[config.mk]
export PLATFORM = sky130hd
export DESIGN_NAME = arc4_ctrl_flat
export DESIGN_NICKNAME = d
export VERILOG_FILES = /design/src/rtl/arc4_pkg.sv /design/src/rtl/arc4_ctrl_if.sv /design/src/rtl/arc4_s_mux.sv /design/src/rtl/arc4_ctrl.sv /design/src/flat_wrapper.sv
export SDC_FILE = /design/constraint.sdc
export NUM_CORES = 1
export LEC_CHECK = 0
export BUFFER_PORTS_ARGS = -buffer_cell sky130_fd_sc_hd__buf_2
export CAP_MARGIN = 0
export CELL_PAD_IN_SITES_DETAIL_PLACEMENT = 0
export CELL_PAD_IN_SITES_GLOBAL_PLACEMENT = 2
export CORE_AREA = 2 2 95 97
export DETAILED_ROUTE_END_ITERATION = 8
export DIE_AREA = 0 0 97 99
export PLACE_DENSITY = 0.88
export SLEW_MARGIN = 20
export SYNTH_ARGS = -nofsm -noshare
export SYNTH_HDL_FRONTEND = slang
export SYNTH_SLANG_ARGS = --single-unit
[constraint.sdc]
create_clock -name clk -period 2.05 [get_ports clk]
set_clock_uncertainty 0.1 [all_clocks]
set_input_delay 0.41 -clock clk [delete_from_list [all_inputs] [get_ports clk]]
set_output_delay 0.41 -clock clk [all_outputs]
set_load 0.02 [all_outputs]
[src/rtl/arc4_pkg.sv]
// Shared types and constants for the ARC4 pass sequencer: FSM state
// encoding, S-port owner (phase) encoding, key width and the default
// watchdog limit.
package arc4_pkg;

    localparam int KEY_W = 24;
    localparam int unsigned WDOG_CYCLES_DEFAULT = 4096;

    typedef enum logic [3:0] {
        IDLE,
        INIT_GO,
        INIT_SYNC,
        INIT_WAIT,
        KSA_GO,
        KSA_SYNC,
        KSA_WAIT,
        PRGA_GO,
        PRGA_SYNC,
        PRGA_WAIT,
        ERR
    } ctrl_state_t;

    typedef enum logic [1:0] {
        PH_IDLE = 2'd0,
        PH_INIT = 2'd1,
        PH_KSA  = 2'd2,
        PH_PRGA = 2'd3
    } phase_t;

    // Which engine owns the S port in a given state; IDLE and ERR own nothing.
    function automatic phase_t state_phase(input ctrl_state_t s);
        case (s)
            INIT_GO, INIT_SYNC, INIT_WAIT: return PH_INIT;
            KSA_GO,  KSA_SYNC,  KSA_WAIT:  return PH_KSA;
            PRGA_GO, PRGA_SYNC, PRGA_WAIT: return PH_PRGA;
            default:                       return PH_IDLE;
        endcase
    endfunction

endpackage

[src/rtl/arc4_ctrl_if.sv]
// Caller-facing handshake of the ARC4 sequencer: start request, ready,
// key, current S-port owner and watchdog error.
interface arc4_ctrl_if;
    import arc4_pkg::*;

    logic             en;
    logic             rdy;
    logic [KEY_W-1:0] key;
    phase_t           phase;
    logic             err;

    // Caller side
    modport master (output en, output key, input rdy, input phase, input err);
    // Sequencer side
    modport slave  (input en, input key, output rdy, output phase, output err);

endinterface

[src/rtl/arc4_s_mux.sv]
// Combinational 3:1 mux granting the single S RAM port to the engine
// named by phase. Nothing is forwarded while no engine owns the port.
module arc4_s_mux
    import arc4_pkg::*;
(
    input  phase_t     phase,
    input  logic [7:0] init_s_addr,
    input  logic [7:0] init_s_wrdata,
    input  logic       init_s_wren,
    input  logic [7:0] ksa_s_addr,
    input  logic [7:0] ksa_s_wrdata,
    input  logic       ksa_s_wren,
    input  logic [7:0] prga_s_addr,
    input  logic [7:0] prga_s_wrdata,
    input  logic       prga_s_wren,
    output logic [7:0] s_addr,
    output logic [7:0] s_wrdata,
    output logic       s_wren
);

    // Select the owning engine's request; idle port reads as all zeros.
    always_comb begin
        // NOTE: every output gets a default before the case so no path
        // leaves it unassigned, which would otherwise infer a latch.
        s_addr   = '0;
        s_wrdata = '0;
        s_wren   = 1'b0;
        case (phase)
            PH_INIT: begin
                s_addr   = init_s_addr;
                s_wrdata = init_s_wrdata;
                s_wren   = init_s_wren;
            end
            PH_KSA: begin
                s_addr   = ksa_s_addr;
                s_wrdata = ksa_s_wrdata;
                s_wren   = ksa_s_wren;
            end
            PH_PRGA: begin
                s_addr   = prga_s_addr;
                s_wrdata = prga_s_wrdata;
                s_wren   = prga_s_wren;
            end
            default: ;
        endcase
    end

endmodule

[src/rtl/arc4_ctrl.sv]
// ARC4 decryption pass sequencer: on an accepted start it runs the init,
// KSA and PRGA engines in turn through their en/rdy handshakes and grants
// the S RAM port to whichever engine is active.
// Optional feature: define ARC4_CTRL_WDOG_EN to add a per-engine busy
// watchdog that parks the sequencer in ERR after WDOG_CYCLES cycles.
module arc4_ctrl
    import arc4_pkg::*;
#(
    parameter int unsigned WDOG_CYCLES = WDOG_CYCLES_DEFAULT
) (
    input  logic             clk,
    input  logic             rst_n,
    arc4_ctrl_if.slave       host,
    output logic             init_en,
    input  logic             init_rdy,
    output logic             ksa_en,
    input  logic             ksa_rdy,
    output logic             prga_en,
    input  logic             prga_rdy,
    output logic [KEY_W-1:0] eng_key,
    input  logic [7:0]       init_s_addr,
    input  logic [7:0]       init_s_wrdata,
    input  logic             init_s_wren,
    input  logic [7:0]       ksa_s_addr,
    input  logic [7:0]       ksa_s_wrdata,
    input  logic             ksa_s_wren,
    input  logic [7:0]       prga_s_addr,
    input  logic [7:0]       prga_s_wrdata,
    input  logic             prga_s_wren,
    output logic [7:0]       s_addr,
    output logic [7:0]       s_wrdata,
    output logic             s_wren
);

    ctrl_state_t      state_q;
    ctrl_state_t      state_d;
    logic [KEY_W-1:0] key_q;
    phase_t           phase;

`ifdef ARC4_CTRL_WDOG_EN
    logic [31:0] wdog_q;

    // True while an engine has been started and has not yet reported done.
    function automatic logic engine_busy(input ctrl_state_t s);
        return (s == INIT_SYNC) || (s == INIT_WAIT) ||
               (s == KSA_SYNC)  || (s == KSA_WAIT)  ||
               (s == PRGA_SYNC) || (s == PRGA_WAIT);
    endfunction

    // Busy counter: restarts with each engine start, counts while it works.
    always_ff @(posedge clk) begin
        if (!rst_n) begin
            wdog_q <= '0;
        end else if (state_q == INIT_GO || state_q == KSA_GO || state_q == PRGA_GO) begin
            wdog_q <= '0;
        end else if (engine_busy(state_q)) begin
            wdog_q <= wdog_q + 32'd1;
        end
    end
`else
    // The limit only matters when the watchdog is built in.
    logic unused_wdog;
    assign unused_wdog = (WDOG_CYCLES != 0);
`endif

    // State register (synchronous reset).
    always_ff @(posedge clk) begin
        // NOTE: sequential state uses non-blocking assignments so every
        // flop samples pre-edge values regardless of statement order.
        if (!rst_n) begin
            state_q <= IDLE;
        end else begin
            state_q <= state_d;
        end
    end

    // Key is captured only on the accepted start; later key changes are ignored.
    always_ff @(posedge clk) begin
        if (!rst_n) begin
            key_q <= '0;
        end else if (state_q == IDLE && host.en) begin
            key_q <= host.key;
        end
    end

    // Next-state: GO pulses once, SYNC skips the engine's stale rdy, WAIT
    // advances on rdy (a rdy that never drops counts as instant completion).
    always_comb begin
        state_d = state_q;
        case (state_q)
            IDLE:      if (host.en) state_d = INIT_GO;
            INIT_GO:   state_d = INIT_SYNC;
            INIT_SYNC: state_d = INIT_WAIT;
            INIT_WAIT: if (init_rdy) state_d = KSA_GO;
            KSA_GO:    state_d = KSA_SYNC;
            KSA_SYNC:  state_d = KSA_WAIT;
            KSA_WAIT:  if (ksa_rdy) state_d = PRGA_GO;
            PRGA_GO:   state_d = PRGA_SYNC;
            PRGA_SYNC: state_d = PRGA_WAIT;
            PRGA_WAIT: if (prga_rdy) state_d = IDLE;
            ERR:       state_d = ERR;
            default:   state_d = IDLE;
        endcase
`ifdef ARC4_CTRL_WDOG_EN
        if (engine_busy(state_q) && (wdog_q + 32'd1 >= WDOG_CYCLES)) begin
            state_d = ERR;
        end
`endif
    end

    // Outputs decoded from the state register only.
    always_comb begin
        init_en    = (state_q == INIT_GO);
        ksa_en     = (state_q == KSA_GO);
        prga_en    = (state_q == PRGA_GO);
        host.rdy   = (state_q == IDLE);
        phase      = state_phase(state_q);
        host.phase = phase;
`ifdef ARC4_CTRL_WDOG_EN
        host.err   = (state_q == ERR);
`else
        host.err   = 1'b0;
`endif
    end

    assign eng_key = key_q;

    arc4_s_mux u_s_mux (
        .phase         (phase),
        .init_s_addr   (init_s_addr),
        .init_s_wrdata (init_s_wrdata),
        .init_s_wren   (init_s_wren),
        .ksa_s_addr    (ksa_s_addr),
        .ksa_s_wrdata  (ksa_s_wrdata),
        .ksa_s_wren    (ksa_s_wren),
        .prga_s_addr   (prga_s_addr),
        .prga_s_wrdata (prga_s_wrdata),
        .prga_s_wren   (prga_s_wren),
        .s_addr        (s_addr),
        .s_wrdata      (s_wrdata),
        .s_wren        (s_wren)
    );

endmodule

[src/flat_wrapper.sv]
// flat-port wrapper written by rule: the top's interface ports become plain ports
module arc4_ctrl_flat import arc4_pkg::*;
#(
    parameter int unsigned WDOG_CYCLES = WDOG_CYCLES_DEFAULT
)
  (clk, rst_n, init_en, init_rdy, ksa_en, ksa_rdy, prga_en, prga_rdy, eng_key, init_s_addr, init_s_wrdata, init_s_wren, ksa_s_addr, ksa_s_wrdata, ksa_s_wren, prga_s_addr, prga_s_wrdata, prga_s_wren, s_addr, s_wrdata, s_wren, host_en, host_key, host_rdy, host_phase, host_err);
  arc4_ctrl_if host_i ();
  input  logic clk;
  input  logic rst_n;
  output logic init_en;
  input  logic init_rdy;
  output logic ksa_en;
  input  logic ksa_rdy;
  output logic prga_en;
  input  logic prga_rdy;
  output logic [KEY_W-1:0] eng_key;
  input  logic [7:0] init_s_addr;
  input  logic [7:0] init_s_wrdata;
  input  logic init_s_wren;
  input  logic [7:0] ksa_s_addr;
  input  logic [7:0] ksa_s_wrdata;
  input  logic ksa_s_wren;
  input  logic [7:0] prga_s_addr;
  input  logic [7:0] prga_s_wrdata;
  input  logic prga_s_wren;
  output logic [7:0] s_addr;
  output logic [7:0] s_wrdata;
  output logic s_wren;
  input wire logic [$bits(host_i.en)-1:0] host_en;
  input wire logic [$bits(host_i.key)-1:0] host_key;
  output wire logic [$bits(host_i.rdy)-1:0] host_rdy;
  output wire logic [$bits(host_i.phase)-1:0] host_phase;
  output wire logic [$bits(host_i.err)-1:0] host_err;
  assign host_i.en = host_en;
  assign host_i.key = host_key;
  assign host_rdy = host_i.rdy;
  assign host_phase = host_i.phase;
  assign host_err = host_i.err;
  arc4_ctrl #(.WDOG_CYCLES(WDOG_CYCLES)) u_core (.clk(clk), .rst_n(rst_n), .host(host_i), .init_en(init_en), .init_rdy(init_rdy), .ksa_en(ksa_en), .ksa_rdy(ksa_rdy), .prga_en(prga_en), .prga_rdy(prga_rdy), .eng_key(eng_key), .init_s_addr(init_s_addr), .init_s_wrdata(init_s_wrdata), .init_s_wren(init_s_wren), .ksa_s_addr(ksa_s_addr), .ksa_s_wrdata(ksa_s_wrdata), .ksa_s_wren(ksa_s_wren), .prga_s_addr(prga_s_addr), .prga_s_wrdata(prga_s_wrdata), .prga_s_wren(prga_s_wren), .s_addr(s_addr), .s_wrdata(s_wrdata), .s_wren(s_wren));
endmodule
## Word level (Yosys, flattened, before mapping)

Memories as Yosys holds them, arrays and structs flattened. A register that Yosys moved wholly into a read port is not among the register bits.
Cells that the tools add are included.

- ROM bits: 32
- Output and inout bits: 48
- Memories: 1
- Register bits after elaboration: 28
- Logic and storage cells: 33

- Equal/unequal tests: 17
- Mux-type cells: 10
- Reduce and logical (&&, ||, !) cells: 3

Memories:

| memory | depth | bits a word | read ports | clocked after memory_dff | write ports | line | source |
|---|---|---|---|---|---|---|---|
| (name not given) | 16 | 2 | 1 | 1 | 0 | arc4_pkg.sv:32 | `case (s)` |

Operators by type and width:

| operator | number |
|---|---|
| $pmux 8 s3 | 2 |
| $pmux 4 s11 | 1 |
| $mux 4 | 6 |
| $eq 4x3->1 const B | 4 |
| $eq 4x4->1 const B | 3 |
| $eq 4x2->1 const B | 2 |
| $ne 2x2->1 const B | 4 |
| $eq 2x2->1 const B | 2 |
| $eq 4x1->1 const B | 1 |
| $logic_not 4->1 | 1 |
| $reduce_and 4->1 | 1 |
| $pmux 1 s3 | 1 |
| $eq 2x1->1 const B | 1 |
| $logic_and 1x1->1 | 1 |

## Depth between registers and ports, before layout

Gate-level depths: netlist of run 1.

- Word-level depth: 5
- Gate-level depth with buffers: 7
- Depth with buffers taken out: 5

## Hierarchy

Synthesis of run 1 repeated with hierarchy kept, for this count alone.

- Cell total of the unflattened synthesis: 194
- Area, all modules: 1,764.2 µm²

Modules (own cells, without submodules):

| module | cells each | times used | sequential area each (µm²) | area an instance (µm²) |
|---|---|---|---|---|
| arc4_ctrl | 153 | 1 | 600.6 | 1,310.0 |
| arc4_s_mux | 41 | 1 | 0.0 | 454.2 |

## Worst setup path before layout of run 1

Ideal clock, no wire load.

- Kind: reg-to-output
- Start point: register u_core.host.phase[0] (netlist name)
- End point: output s_addr[0]
- Arrival: 1.487 ns
- Required time: 1.540 ns
- Cell stages (with the launch flop): 6
- Slack: 0.053 ns
- Cell sequence: dfxtp_1 > buf_2 > nor2b_1 > clkbuf_1 > buf_2 > a22o_1

- Cells in the longest elaborated chain, start to end: 2
- Elaborated cells on any way between the ends: 4
- Those cells by class: 3 x eq/ne; 1 x mux

RTL lines:

| item | line | source |
|---|---|---|
| $eq 2x2->1 / $eq 2x1->1 (equally long branches) | arc4_s_mux.sv:28 | `case (phase)` |
| $pmux 8 s3 (*) | arc4_s_mux.sv:28 |  |
| end, declared | flat_wrapper.sv:26 | `output logic [7:0] s_addr;` |

Mark *: on every way between the ends. The rest lies on a longest branch, timed or not.

## Worst setup path after layout of run 1

- Start point: register u_core.host.phase[0] (netlist name)
- End point: output s_addr[5]

- Cells in the longest elaborated chain, start to end: 2
- Elaborated cells on any way between the ends: 4
- Those cells by class: 3 x eq/ne; 1 x mux

RTL lines:

| item | line |
|---|---|
| $eq 2x2->1 / $eq 2x1->1 (equally long branches) | arc4_s_mux.sv:28 |
| $pmux 8 s3 (*) | arc4_s_mux.sv:28 |

Marks and branches as above.

==> metrics, run 1 <==
# DRC 0; Initial DRC Count 73; die height between 90 and 100 um; post-synth cell types 35; clock-pin slew on the worst setup and hold paths 0.07 ns; first-pass GRT wire length roughly 8.4 mm; max frequency about 500 MHz; Seq/Total Area, Yosys 0.3735; placed inst area about 0.0023 mm2; FF-to-FF path depth 5; die width 97 um; status completed; Syn Std Cell Area between 0.0015 and 0.002 mm2; Placement Rows 34; routability cong. roughly 0.8; Setup violations, final 0; drt pass-1 iters 4; Area contributors post-synth dfxtp_1 (37%), nand2_1 (12%), mux2_2 (12%), a22o_1 (9.3%), a21oi_1 (7.8%); most common cell in the netlist nand2_1; initial antenna violation count 0; min-delay worst type input port to register; Hold Path Origin host_key[18]; average wire per standard cell between 10 and 15 um; Final HPWL DP roughly 4 mm; max-cap violations 0; Worst Setup Start Kind register; Syn Inst Count around 190; htree depth 2; I/O pin count around 130; share of cells above drive strength 1 0.5302; crit path kind register to primary output; Area growth, synth to finish 55.56%; final worst-path cycle share 0.9677; Final Instance Count excl. Fillers about 420; Final nets approximately 400; Min-Delay Path Depth 3; Post-synth EDFFs 0; vias 1807; total grt overflow 0; clock buffer depth 2; worst hold slack ~0.26 ns; vias in the first global route between 1500 and 2000; final setup TNS 0 ns; PwrDens 812.0 mW/mm2; Hold EP u_core.eng_key[18]; critical path required time approximately 1.5 ns; Starting Density 0.1880; FF-to-FF setup slack roughly 0.40 ns; Tmin final about 2 ns; unrepaired setup endpoints after global routing false; top cell type's share of synthesized area 0.3735; CTS Buf Count 5; Inserted Diodes 0; Setup Fix Bufs, Post-CTS 0; TritonCTS clock tree built; Post-synth ARST share 0; post-route ant nets 0; DIE AREA 0.009603 mm2; Critical R2R Launch u_core.state_q[3]; CP Capture Type primary output; crit path max fanout 10; most frequent cells after synthesis nand2_1 (51), dfxtp_1 (30), a21oi_1 (25); Slew Viols, Final 0; flip-flop and latch count after synthesis 30; dominant cell type by area after synthesis dfxtp_1; clk_lat worst skew 0.27 ns; YS warnings 0; placed insts 414; CTS resizes 0; final hold vios 0; hold_buf cts 0; design area 0.002501 mm2; R2R Path End u_core.host.phase[0]; # port buffers about 130; Worst EP arrival 1.47 ns; CTS sink cnt 30; Syn Area/Cell roughly 8.4 um2; Core Region roughly 0.0086 mm2; Leak roughly 1.2 nW; Root Driver clkbuf_8; top_reg_cell synth dfxtp_1; post-synth net total between 200 and 300; WL final about 5.3 mm; GR Util All Layers 0.1066; largest net degree at the start of global routing 25; Peak VDD IR between 0.4 and 0.5 mV; via/cell ratio 4.272
==> critical path, cell delays in order, from the launching register on <==
cell     delay [ns]
dfxtp_4        0.37
buf_12         0.13
mux2_2         0.32
a22o_1         0.22
buf_2          0.15
==> worst max-delay path by stage <==
stage                                    start        end  slack, ns  cells after the start
after floorplan           u_core.host.phase[0]  s_addr[0]       0.05                      5
after global placement    u_core.host.phase[0]  s_addr[5]       0.34                      4
after detailed placement  u_core.host.phase[0]  s_addr[5]       0.33                      4
after CTS                 u_core.host.phase[0]     s_wren       0.02                      5
after global routing      u_core.host.phase[0]  s_addr[5]      0.003                      4
final                     u_core.host.phase[0]  s_addr[5]       0.07                      4
==> final cells by class <==
cell class / count / area [um2]
fill: 938 / 6050
multi-input combinational: 140 / 873.3
timing repair buffer: 134 / 734.5
sequential: 30 / 604.3
tap: 108 / 135.1
clock buffer: 6 / 82.58
clock inverter: 2 / 60.06
inverter: 3 / 11.26
==> metrics by stage <==
| stage | total power [mW] | setup WS [ns] | util |
|---|---|---|---|
| CTS | 2.044 | 0.02207 | 0.2887 |
| detailed placement | 1.282 | 0.3312 | 0.2720 |
| floorplan | 1.066 | 0.05319 | - |
| global placement | 1.278 | 0.3396 | 0.2720 |
| finish | 2.031 | 0.06626 | 0.2925 |
| global route | 2.147 | 0.003161 | 0.2925 |
==> power by group <==
group / switching [mW] / leakage (nW) / internal (mW)
Sequential: 0.0346 / 0.246 / 0.628
Clock: 0.227 / 0.0714 / 0.518
Combinational: 0.327 / 0.894 / 0.296
Total: 0.588 / 1.21 / 1.44
==> kinds of logic after synthesis <==
kind of cell | count (synthesis) | synth area share
compound gates | 52 | 0.2086
buf+inv | 21 | 0.08327
flops | 30 | 0.3735
mux | 18 | 0.1253
other cells | 1 | 0.002332
simple gates | 69 | 0.2070
==> registers in the layout (all words and copies together), names as in the netlist <==
register / flops
u_core.eng_key: 24
u_core.state_q: 4
u_core.host.phase: 2
==> layout by cell type (no fill, tap or decap), types with 2 or more instances in the layout <==
| cell | n |
|---|---|
| nor2_1 | 2 |
| bufinv_16 | 2 |
| buf_2 | 127 |
| clkbuf_8 | 6 |
| nor3b_1 | 3 |
| inv_1 | 2 |
| a31oi_1 | 2 |
| nand2_1 | 51 |
| dfxtp_1 | 29 |
| buf_12 | 2 |
| a21oi_1 | 25 |
| buf_4 | 3 |
| mux2_2 | 17 |
| o21ai_0 | 4 |
| a22o_1 | 17 |
==> layer usage <==
metal  global-route usage  vias to the layer above  wire length, um  part of all wire
met5                    0                        -                0                 0
met2               0.1875                      111             2525              0.48
met3              0.04184                        7              574              0.11
met1               0.1196                      777             2114              0.40
li1                     -                      912                -                 -
met4              0.03142                        0               62             0.012
(Power assumes the default switching activity.)
==> inputs of run 2 (changes only) <==
--- a/config.mk
+++ b/config.mk
@@ -9,9 +9,9 @@
 export CAP_MARGIN = 0
 export CELL_PAD_IN_SITES_DETAIL_PLACEMENT = 0
 export CELL_PAD_IN_SITES_GLOBAL_PLACEMENT = 2
-export CORE_AREA = 2 2 95 97
+export CORE_AREA = 2 2 87 106
 export DETAILED_ROUTE_END_ITERATION = 8
-export DIE_AREA = 0 0 97 99
+export DIE_AREA = 0 0 89 108
 export PLACE_DENSITY = 0.88
 export SLEW_MARGIN = 20
 export SYNTH_ARGS = -nofsm -noshare
==> metrics, run 2 (synthesis gave the netlist of run 1 again) <==
FF-to-FF setup slack 0.43 ns (+0.03 ns); pre-CTS setup slack 0.3235 ns (-0.007706 ns); post-route ant nets 0 (unchanged); final hold vios 0 (unchanged); routability cong. 0.6682 (-14%); PwrDens 714.2 mW/mm2 (-12%); vias in the first global route 1584 (-10%); Final nets 397 (+0.51%); CTS sink cnt 30 (unchanged); Leak 1.198 nW (-1.1%); Inserted Diodes 0 (unchanged); crit path kind register to primary output; placed inst area 0.002332 mm2 (+0.27%); Worst EP arrival 1.48 ns (about the same); GR Util All Layers 0.09494 (-0.01169); Starting Density 0.1887 (+0.0007181); Tmin final 1.994 ns (+0.01049 ns); Combinational Power Share 0.361 (+0.054); first-pass GRT wire length 7.141 mm (-15%); CP Capture Type primary output; via/cell ratio 4.144 (-3.0%); hold_buf cts 0 (unchanged); largest net degree at the start of global routing 25 (unchanged); share of cells above drive strength 1 0.5302 (unchanged); average wire per standard cell 12.12 um (-2.8%); Worst Setup Start Kind register; # DRC 0 (unchanged); max-cap violations 0 (unchanged); placed insts 424 (+2.4%); CTS Buf Count 5 (unchanged); drt pass-1 iters 2 (-2); max frequency 501.4 MHz (-0.53%); Peak VDD IR 0.2464 mV (-49%); Pint 1.198 mW (-17%); I/O pin count 129 (unchanged); WL final 5.236 mm (-0.78%); Total Power 1.770 mW (-13%); design area 0.002479 mm2 (-0.90%); multi-input logic area 873.3 um2 (unchanged); Root Driver clkbuf_8; Hold Path Origin host_key[18]; Initial DRC Count 16 (-78%); Min-Delay Path Depth 3 (unchanged); CP Launch Point u_core.host.phase[0]; htree depth 2 (unchanged); FF-to-FF path depth 5 (unchanged); DIE AREA 0.009612 mm2 (about the same); critical path required time 1.54 ns (about the same); Final Instance Count excl. Fillers 432 (+2.1%); status completed; clock buffer depth 2 (unchanged); R2R Path End u_core.host.phase[0]; final worst-path cycle share 0.9728 (+0.005118); register area 604.3 um2 (unchanged); clock-pin slew on the worst setup and hold paths 0.06 ns (about the same); crit path max fanout 9 (-1); final setup margin 0.05577 ns (-0.01049 ns); Setup Fix Bufs, Post-CTS 0 (unchanged); most common cell after layout, fill and taps aside buf_2; # port buffers 127 (unchanged); NetSw 0.5718 mW (-2.7%); die width 89 um (-8.2%); Slew Viols, Final 0 (unchanged); max reg flops 24 (unchanged); most frequent cells in the layout buf_2 (126), nand2_1 (51), dfxtp_1 (29), a21oi_1 (25); min-delay worst type input port to register; worst hold slack 0.2672 ns (+0.007457 ns); Core Region 0.008518 mm2 (-0.38%); die height 108 um (+9.1%); clock share of power 0.263 (-0.104); total grt overflow 0 (unchanged); Critical R2R Launch u_core.state_q[3]; clk_lat worst skew 0.27 ns (about the same); Switching Fraction 0.3230 (+0.03356); Final HPWL DP 3.983 mm (-0.55%); Placement Rows 37 (+8.8%); Area growth, synth to finish 54.16%; Hold EP u_core.eng_key[18]; Setup violations, final 0 (unchanged); sequential share of power 0.376 (+0.050); Layout Utilization 0.2910 (-0.001527); unrepaired setup endpoints after global routing false; initial antenna violation count 0 (unchanged); final setup TNS 0 ns (unchanged); TritonCTS clock tree built; vias 1790 (-0.94%); fillcell total 973 (+3.7%)
==> run 2: changes by cell type in the layout (fill, tap and decap cells not counted) <==
cell / delta
clkbuf_16: +1
buf_2: -1
buf_12: -1
bufinv_16: -2
buf_4: +2
buf_6: +1
==> run 2: final cells by class <==
| class | count | area share |
|---|---|---|
| Clock buffer | 6 | 0.03332 |
| Inverter | 3 | 0.004543 |
| Multi-Input combinational cell | 140 | 0.3523 |
| Sequential cell | 30 | 0.2438 |
| Tap cell | 117 | 0.05906 |
| Timing Repair Buffer | 136 | 0.3069 |
==> run 2: worst max-delay path: stages (launching register included) <==
cell and delay [ns]:
dfxtp_4 0.39, clkbuf_16 0.17, mux2_2 0.33, a22o_1 0.18
buf_2 0.15
==> run 2: power by group through the flow <==
stage / registers (mW) / logic [mW] / clock network (mW)
4_1_cts: 0.658 / 0.605 / 0.499
6_report: 0.665 / 0.639 / 0.466
2_1_floorplan: 0.707 / 0.359 / 0
5_1_grt: 0.672 / 0.691 / 0.524
3_3_place_gp: 0.669 / 0.601 / 0
3_5_place_dp: 0.670 / 0.605 / 0
==> run 2: worst max path at each step <==
| stage | end | slack (ns) |
|---|---|---|
| 6_report | s_addr[0] | 0.06 |
| 4_1_cts | s_addr[5] | 0.01 |
| 5_1_grt | s_addr[6] | 0.004 |
| 2_1_floorplan | s_addr[0] | 0.05 |
| 3_3_place_gp | s_addr[5] | 0.32 |
| 3_5_place_dp | s_wren | 0.32 |
==> run 2: layer usage <==
layer  share of wire  global-route usage  wire, um
met5               0                   0         0
met4          0.0048             0.01919        25
met3            0.11             0.03130       593
met2            0.49              0.1796      2548
met1            0.40              0.1007      2069
==> run 2: timing repair <==
action / 4_1_cts / 5_1_grt
endpoints found under the setup margin: 0 / 17
endpoints found under the hold margin: 0 / 0
resized for setup: 0 / 5
